--- src/rtl/axi4_chan_slice.sv ---
// rtl/axi4_chan_slice.sv - channel-generic AXI4 register slice: bypass, forward, skid or FIFO
module axi4_chan_slice #(
  parameter int PAYLOAD_W = 64,
  parameter int MODE      = 2,
  parameter int DEPTH     = 4,
  parameter int CNT_W     = $clog2(DEPTH + 1)
) (
  input  logic                 ACLK,
  input  logic                 ARESET,
  input  logic                 S_VALID,
  output logic                 S_READY,
  input  logic [PAYLOAD_W-1:0] S_PAYLOAD,
  output logic                 M_VALID,
  input  logic                 M_READY,
  output logic [PAYLOAD_W-1:0] M_PAYLOAD,
  output logic [CNT_W-1:0]     OCCUPANCY
);

  if (MODE < 0 || MODE > 3) begin : g_bad_mode
    $error("axi4_chan_slice: MODE must be 0..3");
  end
  if (MODE == 3 && (DEPTH < 2 || (DEPTH & (DEPTH - 1)) != 0)) begin : g_bad_depth
    $error("axi4_chan_slice: DEPTH must be a power of 2 and at least 2");
  end
  if (PAYLOAD_W < 1) begin : g_bad_width
    $error("axi4_chan_slice: PAYLOAD_W must be at least 1");
  end

  if (MODE == 0) begin : g_bypass
    assign M_VALID   = S_VALID;
    assign M_PAYLOAD = S_PAYLOAD;
    assign S_READY   = M_READY;
    assign OCCUPANCY = '0;

  end else if (MODE == 1) begin : g_fwd
    logic                 vld_q;
    logic [PAYLOAD_W-1:0] data_q;
    logic                 rdy;

    assign rdy = !vld_q || M_READY;

    always_ff @(posedge ACLK) begin
      if (ARESET) begin
        vld_q  <= 1'b0;
        data_q <= '0;
      end else if (S_VALID && rdy) begin
        vld_q  <= 1'b1;
        data_q <= S_PAYLOAD;
      end else if (M_READY) begin
        vld_q  <= 1'b0;
      end
    end

    // Outputs are forced idle for the whole reset assertion, not just after the first edge.
    assign S_READY   = rdy && !ARESET;
    assign M_VALID   = vld_q && !ARESET;
    assign M_PAYLOAD = data_q;
    assign OCCUPANCY = ARESET ? '0 : CNT_W'(vld_q);

  end else if (MODE == 2) begin : g_skid
    typedef enum logic [1:0] {ST_EMPTY, ST_ONE, ST_TWO} skid_state_t;

    skid_state_t          state_q;
    logic [PAYLOAD_W-1:0] main_q;
    logic [PAYLOAD_W-1:0] skid_q;
    logic                 vld_q;
    logic                 rdy_q;
    logic [1:0]           occ_q;
    logic                 s_xfer;
    logic                 m_xfer;

    assign s_xfer = S_VALID && rdy_q;
    assign m_xfer = vld_q && M_READY;

    always_ff @(posedge ACLK) begin
      if (ARESET) begin
        state_q <= ST_EMPTY;
        main_q  <= '0;
        skid_q  <= '0;
        vld_q   <= 1'b0;
        rdy_q   <= 1'b1;
        occ_q   <= 2'd0;
      end else begin
        case (state_q)
          ST_EMPTY: begin
            if (s_xfer) begin
              main_q  <= S_PAYLOAD;
              vld_q   <= 1'b1;
              occ_q   <= 2'd1;
              state_q <= ST_ONE;
            end
          end
          ST_ONE: begin
            if (s_xfer && !m_xfer) begin
              skid_q  <= S_PAYLOAD;
              rdy_q   <= 1'b0;
              occ_q   <= 2'd2;
              state_q <= ST_TWO;
            end else if (!s_xfer && m_xfer) begin
              vld_q   <= 1'b0;
              occ_q   <= 2'd0;
              state_q <= ST_EMPTY;
            end else if (s_xfer && m_xfer) begin
              main_q  <= S_PAYLOAD;
            end
          end
          ST_TWO: begin
            if (m_xfer) begin
              main_q  <= skid_q;
              rdy_q   <= 1'b1;
              occ_q   <= 2'd1;
              state_q <= ST_ONE;
            end
          end
          default: begin
            vld_q   <= 1'b0;
            rdy_q   <= 1'b1;
            occ_q   <= 2'd0;
            state_q <= ST_EMPTY;
          end
        endcase
      end
    end

    assign S_READY   = rdy_q && !ARESET;
    assign M_VALID   = vld_q && !ARESET;
    assign M_PAYLOAD = main_q;
    assign OCCUPANCY = ARESET ? '0 : CNT_W'(occ_q);

  end else begin : g_fifo
    localparam int PTR_W = $clog2(DEPTH);
    localparam logic [CNT_W-1:0] FULL = CNT_W'(DEPTH);

    logic [PAYLOAD_W-1:0] mem [DEPTH];
    logic [PTR_W-1:0]     wr_q;
    logic [PTR_W-1:0]     rd_q;
    logic [CNT_W-1:0]     cnt_q;
    logic                 push;
    logic                 pop;

    // Pop requires a stored beat, so an empty FIFO never falls through.
    assign push = S_VALID && (cnt_q != FULL);
    assign pop  = M_READY && (cnt_q != '0);

    always_ff @(posedge ACLK) begin
      if (ARESET) begin
        wr_q  <= '0;
        rd_q  <= '0;
        cnt_q <= '0;
        for (int i = 0; i < DEPTH; i++) mem[i] <= '0;
      end else begin
        if (push) begin
          mem[wr_q] <= S_PAYLOAD;
          wr_q      <= wr_q + PTR_W'(1);
        end
        if (pop) rd_q <= rd_q + PTR_W'(1);
        case ({push, pop})
          2'b10:   cnt_q <= cnt_q + CNT_W'(1);
          2'b01:   cnt_q <= cnt_q - CNT_W'(1);
          default: cnt_q <= cnt_q;
        endcase
      end
    end

    assign S_READY   = (cnt_q != FULL) && !ARESET;
    assign M_VALID   = (cnt_q != '0) && !ARESET;
    assign M_PAYLOAD = mem[rd_q];
    assign OCCUPANCY = ARESET ? '0 : cnt_q;
  end

endmodule
--- config.mk ---
export PLATFORM = sky130hd
export DESIGN_NAME = axi4_chan_slice
export DESIGN_NICKNAME = d
export VERILOG_FILES = /design/src/rtl/axi4_chan_slice.sv
export SDC_FILE = /design/constraint.sdc
export NUM_CORES = 1
export LEC_CHECK = 0
export ABC_AREA = 1
export ABC_CLOCK_PERIOD_IN_PS = 2110
export BUFFER_PORTS_ARGS = -buffer_cell sky130_fd_sc_hd__buf_2
export CORE_AREA = 3 3 111 113
export CTS_BUF_LIST = sky130_fd_sc_hd__clkbuf_16
export CTS_CLUSTER_SIZE = 28
export DETAILED_ROUTE_END_ITERATION = 12
export DIE_AREA = 0 0 114 116
export PLACE_DENSITY_LB_ADDON = 0.05
export SYNTH_ARGS = -nofsm -noshare
export SYNTH_HDL_FRONTEND = slang
export SYNTH_SLANG_ARGS = --single-unit
--- constraint.sdc ---
create_clock -name ACLK -period 2.11 [get_ports ACLK]
set_clock_uncertainty 0.2 [all_clocks]
set_input_delay 0.1055 -clock ACLK [delete_from_list [all_inputs] [get_ports ACLK]]
set_output_delay 0.1055 -clock ACLK [all_outputs]
set_load 0.05 [all_outputs]
==> results.sh, run 1 <==
export IMPL_start_util=0.548
export IMPL_path_cells="dlygate4sd3_1, buf_2, nand2_1, inv_1, ha_1, nor2_1, nand3_1, nand2_4, buf_12, nand3_1, nand2_1, nor2_1"
export IMPL_critPathBufInv=4
export IMPL_worst_slack_ps=141
export IMPL_synth_fp_nets=1028
export IMPL_synthesis_area_um2=6260
export IMPL_rows=39
export IMPL_antenna_cells=0
export IMPL_critPathKind="input pin to register"
export IMPL_critPathTopFamily="buffers and inverters"
export IMPL_place_gp_congestion=0.763
export IMPL_yosysWarningCount=0
export IMPL_avgSynthCellArea_um2=6.54
export IMPL_timing_rr_start="g_skid.rdy_q"
export IMPL_ys_seq_elements=132
export IMPL_leakage_nw=4.11
export IMPL_post_route_period_util=0.933
export IMPL_clk_latency_ps=410
export IMPL_grt_first_pass_wirelength_um=28500
export IMPL_critPathArrivalTime_ps=2070
export IMPL_synthToLayoutAreaGrowth_pct=30.6
export IMPL_regToRegSetupSlack_ps=210
export IMPL_drtAntennaViolNets=0
export IMPL_grt_max_degree=59
export IMPL_p_per_area_nw_per_um2=1020
export IMPL_min_period_ps=1970
export IMPL_path_depth=12
export IMPL_wl_um=17000
export IMPL_dieHeight_um=116
export IMPL_clockRootBuffer="clkbuf_16"
export IMPL_drt_pass1_iterations=6
export IMPL_min_path_type="register to register"
export IMPL_die_width_um=114
export IMPL_critPathMaxFanout=27
export IMPL_cts_sinks=132
export IMPL_fin_cells=1280
export IMPL_drc=0
export IMPL_critPathLaunchType="input pin"
export IMPL_worstPathRequired_ps=2210
export IMPL_hpwl_um=10000
export IMPL_grt_antenna_before_repair=0
export IMPL_rsz0062_at_grt="false"
export IMPL_gr_total_overflow=0
export IMPL_rr_endpoint="M_PAYLOAD[26]"
export IMPL_ys_seq_area_frac=0.422
export IMPL_cts_buffers=17
export IMPL_drive_gt1_frac=0.172
export IMPL_startpoint="S_VALID"
export IMPL_grt_pass1_vias=6133
export IMPL_layout_nets=1197
export IMPL_core_area_um2=11400
export IMPL_synth_cells=957
export IMPL_io_buffers=135
export IMPL_num_io_pins=137
export IMPL_dpl_cell_count=1181
export IMPL_routed_via_density=5.15
export IMPL_endpoint_kind="register"
export IMPL_timing_fmax_mhz=508
export IMPL_via_count=6587
export IMPL_crit_path_end="M_PAYLOAD[26]"
export IMPL_tritoncts="yes"
export IMPL_clk_pin_slew_worst_paths_ps=50
export IMPL_wl_per_cell_um=13.3
export IMPL_synth_cell_type_count=18
export IMPL_fin_tns_setup_ps=0
export IMPL_cts_htree_levels=4
export IMPL_maxCapViolCount=0
export IMPL_finalSetupViolCount=0
export IMPL_peakVddDrop_uv=837
export IMPL_outcome="complete, no violations"
export IMPL_hold_ws_ps=261
export IMPL_crit_path_max_incr_delay_ps=530
export IMPL_hold_violations=0
export IMPL_drv_slew=0
export IMPL_first_iter_violations=528
export IMPL_clk_path_buf_depth=2
export IMPL_fill_cells=1038
export IMPL_rr_worst_depth=10
export IMPL_crit_slowest_cell="dlygate4sd3_1"
export IMPL_dpl_worst_slack_ps=201
export IMPL_dieArea_um2=13200
export IMPL_grt_usage=0.265
==> cell families after synthesis <==
logic type,count (synthesis),synth area share
simple gates,534,0.347
buf+inv,154,0.117
compound gates,133,0.107
flops,132,0.422
fa+ha+maj,3,0.00600
other cells,1,0.000599
==> worst reg2reg max path, cell delays in order (launching register included) <==
cell and delay (ps):
dfxtp_1 300, nand2_1 100, inv_1 90, ha_1 250
nor2_1 100, nand3_1 110, nand2_4 190, buf_12 200
nand3_1 110, nand2_1 100, nor2_1 50
==> where the power goes <==
group          internal, mW  leakage (nW)  switching [mW]
registers              2.82          1.08           0.173
clock network          1.56         0.267            1.00
logic                 0.831          2.76            1.96
total                  5.21          4.11            3.13
==> registers in the layout (all words and copies together) (netlist names) <==
| register | cells |
|---|---|
| g_skid.occ_q | 2 |
| g_skid.vld_q | 1 |
| g_skid.skid_q | 64 |
| g_skid.rdy_q | 1 |
| M_PAYLOAD | 64 |
==> synth_stat cells <==
cell type / number / area [µm²]
buf_2: 40 / 200
nand2_1: 331 / 1240
nor2_1: 70 / 263
clkbuf_1: 17 / 63.8
a211oi_1: 1 / 7.51
nor2_2: 1 / 6.26
buf_1: 2 / 7.51
o21ai_0: 1 / 5.00
a211o_1: 1 / 8.76
inv_2: 2 / 7.51
inv_1: 72 / 270
a21oi_1: 130 / 651
conb_1: 1 / 3.75
ha_1: 3 / 37.5
buf_4: 14 / 105
buf_6: 7 / 78.8
nand3_1: 132 / 661
dfxtp_1: 132 / 2640
==> layer usage <==
metal / track usage / vias to the layer above / wire [µm]
met2: 0.449 / 206 / 8180
met5: 0 / - / 0
li1: - / 3356 / -
met1: 0.337 / 2995 / 7530
met4: 0.0879 / 0 / 303
met3: 0.0590 / 30 / 1000
==> layout make-up <==
cell class / instances / area [µm²] / area share
clock buffer: 17 / 425 / 0.0520
clock inverter: 13 / 80.1 / 0.00979
inverter: 74 / 279 / 0.0341
multi-input combinational: 671 / 2900 / 0.354
sequential: 132 / 2650 / 0.324
tap: 143 / 179 / 0.0219
timing repair buffer: 230 / 1670 / 0.204
==> placed cells by master, fill, tap and decap left out <==
cell type,n
nor2_1,70
dfxtp_1,130
nand2_4,1
nand2_2,2
conb_1,1
clkinv_2,5
a21oi_1,130
clkbuf_16,17
o21ai_0,1
inv_1,74
buf_4,19
nand2_1,328
inv_2,3
dfxtp_2,2
bufinv_16,1
clkinv_1,4
ha_1,3
buf_2,135
nor2_2,1
dlygate4sd3_1,67
nand3_1,132
buf_12,9
a211oi_1,1
a211o_1,1
==> through the flow <==
step                 util  power, mW  cell area [µm²]
floorplan               -       5.11             6260
global placement    0.612       5.70             6980
detailed placement  0.612       5.72             6980
CTS                 0.715       8.37             8160
global route        0.716       8.82             8180
finish              0.716       8.34             8180
==> worst min-delay path by stage <==
stage               depth (start not counted)         startpoint  slack (ps)                end
floorplan                                   2      S_PAYLOAD[13]          50  g_skid.skid_q[13]
global placement                            3      S_PAYLOAD[63]         170  g_skid.skid_q[63]
detailed placement                          3       S_PAYLOAD[5]         170   g_skid.skid_q[5]
CTS                                         2   g_skid.skid_q[6]         260   g_skid.skid_q[6]
global route                                2  g_skid.skid_q[51]         280  g_skid.skid_q[51]
finish                                      2   g_skid.skid_q[6]         260   g_skid.skid_q[6]
==> what timing repair did <==
item	in CTS	in global routing
gates resized for setup	0	1
setup buffers	0	2
hold buffers	67	0
hold endpoints to repair	132	0
setup endpoints to repair	0	13
No activity file was read; power rests on OpenSTA's default activity.
==> inputs of run 2 (changes only) <==
==> constraint.sdc (replaced) <==
create_clock -name ACLK -period 2.11 [get_ports ACLK]
set_clock_uncertainty 0.2 [all_clocks]
set_input_delay 0.3165 -clock ACLK [delete_from_list [all_inputs] [get_ports ACLK]]
set_output_delay 0.3165 -clock ACLK [all_outputs]
set_load 0.05 [all_outputs]
==> run 2 against run 1 <==
First-iteration DRC count rose by 4.0%. Core utilization down 0.71 points. Cell area decreased by 0.99%. Via count shrank 0.82%. Cell count hardly changed. Combinational power decreased by 1%. Register-to-register slack better by 30 ps. Setup slack improved by 9.7 ps. Fmax grew 0.49%. Die area unchanged. Global-route usage down 0.49 points. Worst hold slack lost 130 ps. Critical endpoint is now OCCUPANCY[0]. Largest cell class unchanged. Largest power group unchanged.
==> results.sh, run 2 (synthesis gave the netlist of run 1 again) <==
export IMPL_outcome="complete, no violations"
export IMPL_worstPathRequired_ps=1590
export IMPL_fill_cells=1023
export IMPL_worst_slack_ps=151
export IMPL_grt_pass1_vias=5873
export IMPL_dpl_worst_slack_ps=97.5
export IMPL_leakage_nw=4.07
export IMPL_min_period_ps=1960
export IMPL_first_iter_violations=549
export IMPL_clk_path_buf_depth=2
export IMPL_dieArea_um2=13200
export IMPL_crit_path_max_incr_delay_ps=340
export IMPL_cts_htree_levels=4
export IMPL_layout_nets=1193
export IMPL_hpwl_um=9950
export IMPL_multi_input_area_um2=2900
export IMPL_path_cells="inv_2, buf_4, nor2_1, buf_2"
export IMPL_min_path_type="input pin to register"
export IMPL_die_width_um=114
export IMPL_regToRegSetupSlack_ps=240
export IMPL_wl_um=16900
export IMPL_p_per_area_nw_per_um2=1010
export IMPL_grt_antenna_before_repair=0
export IMPL_seq_area_um2=2640
export IMPL_placed_area_um2=6970
export IMPL_hold_violations=0
export IMPL_clk_latency_ps=410
export IMPL_endpoint_kind="output pin"
export IMPL_clk_pin_slew_worst_paths_ps=50
export IMPL_drt_pass1_iterations=5
export IMPL_num_io_pins=137
export IMPL_wl_met1_um=7480
export IMPL_wl_per_cell_um=13.2
export IMPL_gr_total_overflow=0
export IMPL_timing_fmax_mhz=510
export IMPL_finalSetupViolCount=0
export IMPL_routed_via_density=5.11
export IMPL_hp_start="ARESET"
export IMPL_rows=39
export IMPL_fin_tns_setup_ps=0
export IMPL_maxCapViolCount=0
export IMPL_core_area_um2=11400
export IMPL_startpoint="g_skid.occ_q[0]"
export IMPL_cts_buffers=17
export IMPL_drtAntennaViolNets=0
export IMPL_cts_hold_buf=64
export IMPL_dieHeight_um=116
export IMPL_drive_gt1_frac=0.168
export IMPL_io_buffers=135
export IMPL_cts_repair_resized=0
export IMPL_critPathLaunchType="register"
export IMPL_rsz0062_at_grt="false"
export IMPL_critPathBufInv=3
export IMPL_routed_wl_met2_um=8240
export IMPL_finalPower_mw=8.17
export IMPL_grt_usage=0.261
export IMPL_post_cts_buffers=0
export IMPL_finalInstanceArea_um2=8090
export IMPL_post_route_period_util=0.929
export IMPL_place_gp_congestion=0.775
export IMPL_post_route_util=0.709
export IMPL_cts_sinks=132
export IMPL_critPathArrivalTime_ps=1440
export IMPL_mostFrequentLayoutCells="nand2_1 (328), buf_2 (135), nand3_1 (132), dfxtp_1 (131), a21oi_1 (130)"
export IMPL_wl_met3_um=827
export IMPL_critPathMaxFanout=22
export IMPL_start_util=0.548
export IMPL_critPathTopFamily="buffers and inverters"
export IMPL_peakVddDrop_uv=807
export IMPL_via_count=6533
export IMPL_mostFrequentLayoutCell="nand2_1"
export IMPL_clockRootBuffer="clkbuf_16"
export IMPL_timing_rr_start="g_skid.rdy_q"
export IMPL_grt_max_degree=59
export IMPL_crit_slowest_cell="dfxtp_1"
export IMPL_critPathKind="register to output pin"
export IMPL_drc=0
export IMPL_maxUsedRoutingLayer="met4"
export IMPL_synthToLayoutAreaGrowth_pct=29.3
export IMPL_drv_slew=0
export IMPL_tritoncts="yes"
export IMPL_grt_first_pass_wirelength_um=28000
-- run 2: final cells by class --
cell class | instances | share of cell area
flip-flops and latches | 132 | 0.327
well taps | 143 | 0.0221
multi-input cells | 671 | 0.358
repair buffers | 226 | 0.198
inverters | 74 | 0.0345
clock buffers | 17 | 0.0526
clock inverters | 15 | 0.00742
diodes | 1 | 0.000309
-- run 2: through the flow --
| step | std cells | hold slack (ps) |
|---|---|---|
| global route | 1278 | 127 |
| detailed placement | 1182 | 255 |
| floorplan | 957 | 244 |
| finish | 1279 | 132 |
| CTS | 1278 | 109 |
| global placement | 1182 | 251 |
-- run 2: routing by layer --
metal	vias to the layer above	GRT usage
met4	0	0.101
met2	183	0.430
met5	-	0
li1	3354	-
met1	2962	0.334
met3	34	0.0569
-- run 2: worst register-to-register path, cell delays in order, from the launching register on --
cell	delay (ps)
dfxtp_1	300
nand2_1	90
inv_1	80
ha_1	250
nor2_1	100
nand3_1	110
nand2_4	140
buf_12	230
nand3_1	130
nand2_1	90
nor2_1	40
-- run 2: report_power, final --
group / leakage, nW / total [mW] / switching, mW / internal [mW]
Combinational: 2.72 / 2.75 / 1.96 / 0.794
Sequential: 1.08 / 2.98 / 0.162 / 2.82
Clock: 0.259 / 2.43 / 0.997 / 1.44
-- run 2: worst paths after layout --
path | end | cells past startpoint
hold / removal | g_skid.vld_q | 4
hold reg to reg | g_skid.skid_q[21] | 2
setup / recovery | OCCUPANCY[0] | 4
setup reg to reg | M_PAYLOAD[14] | 10
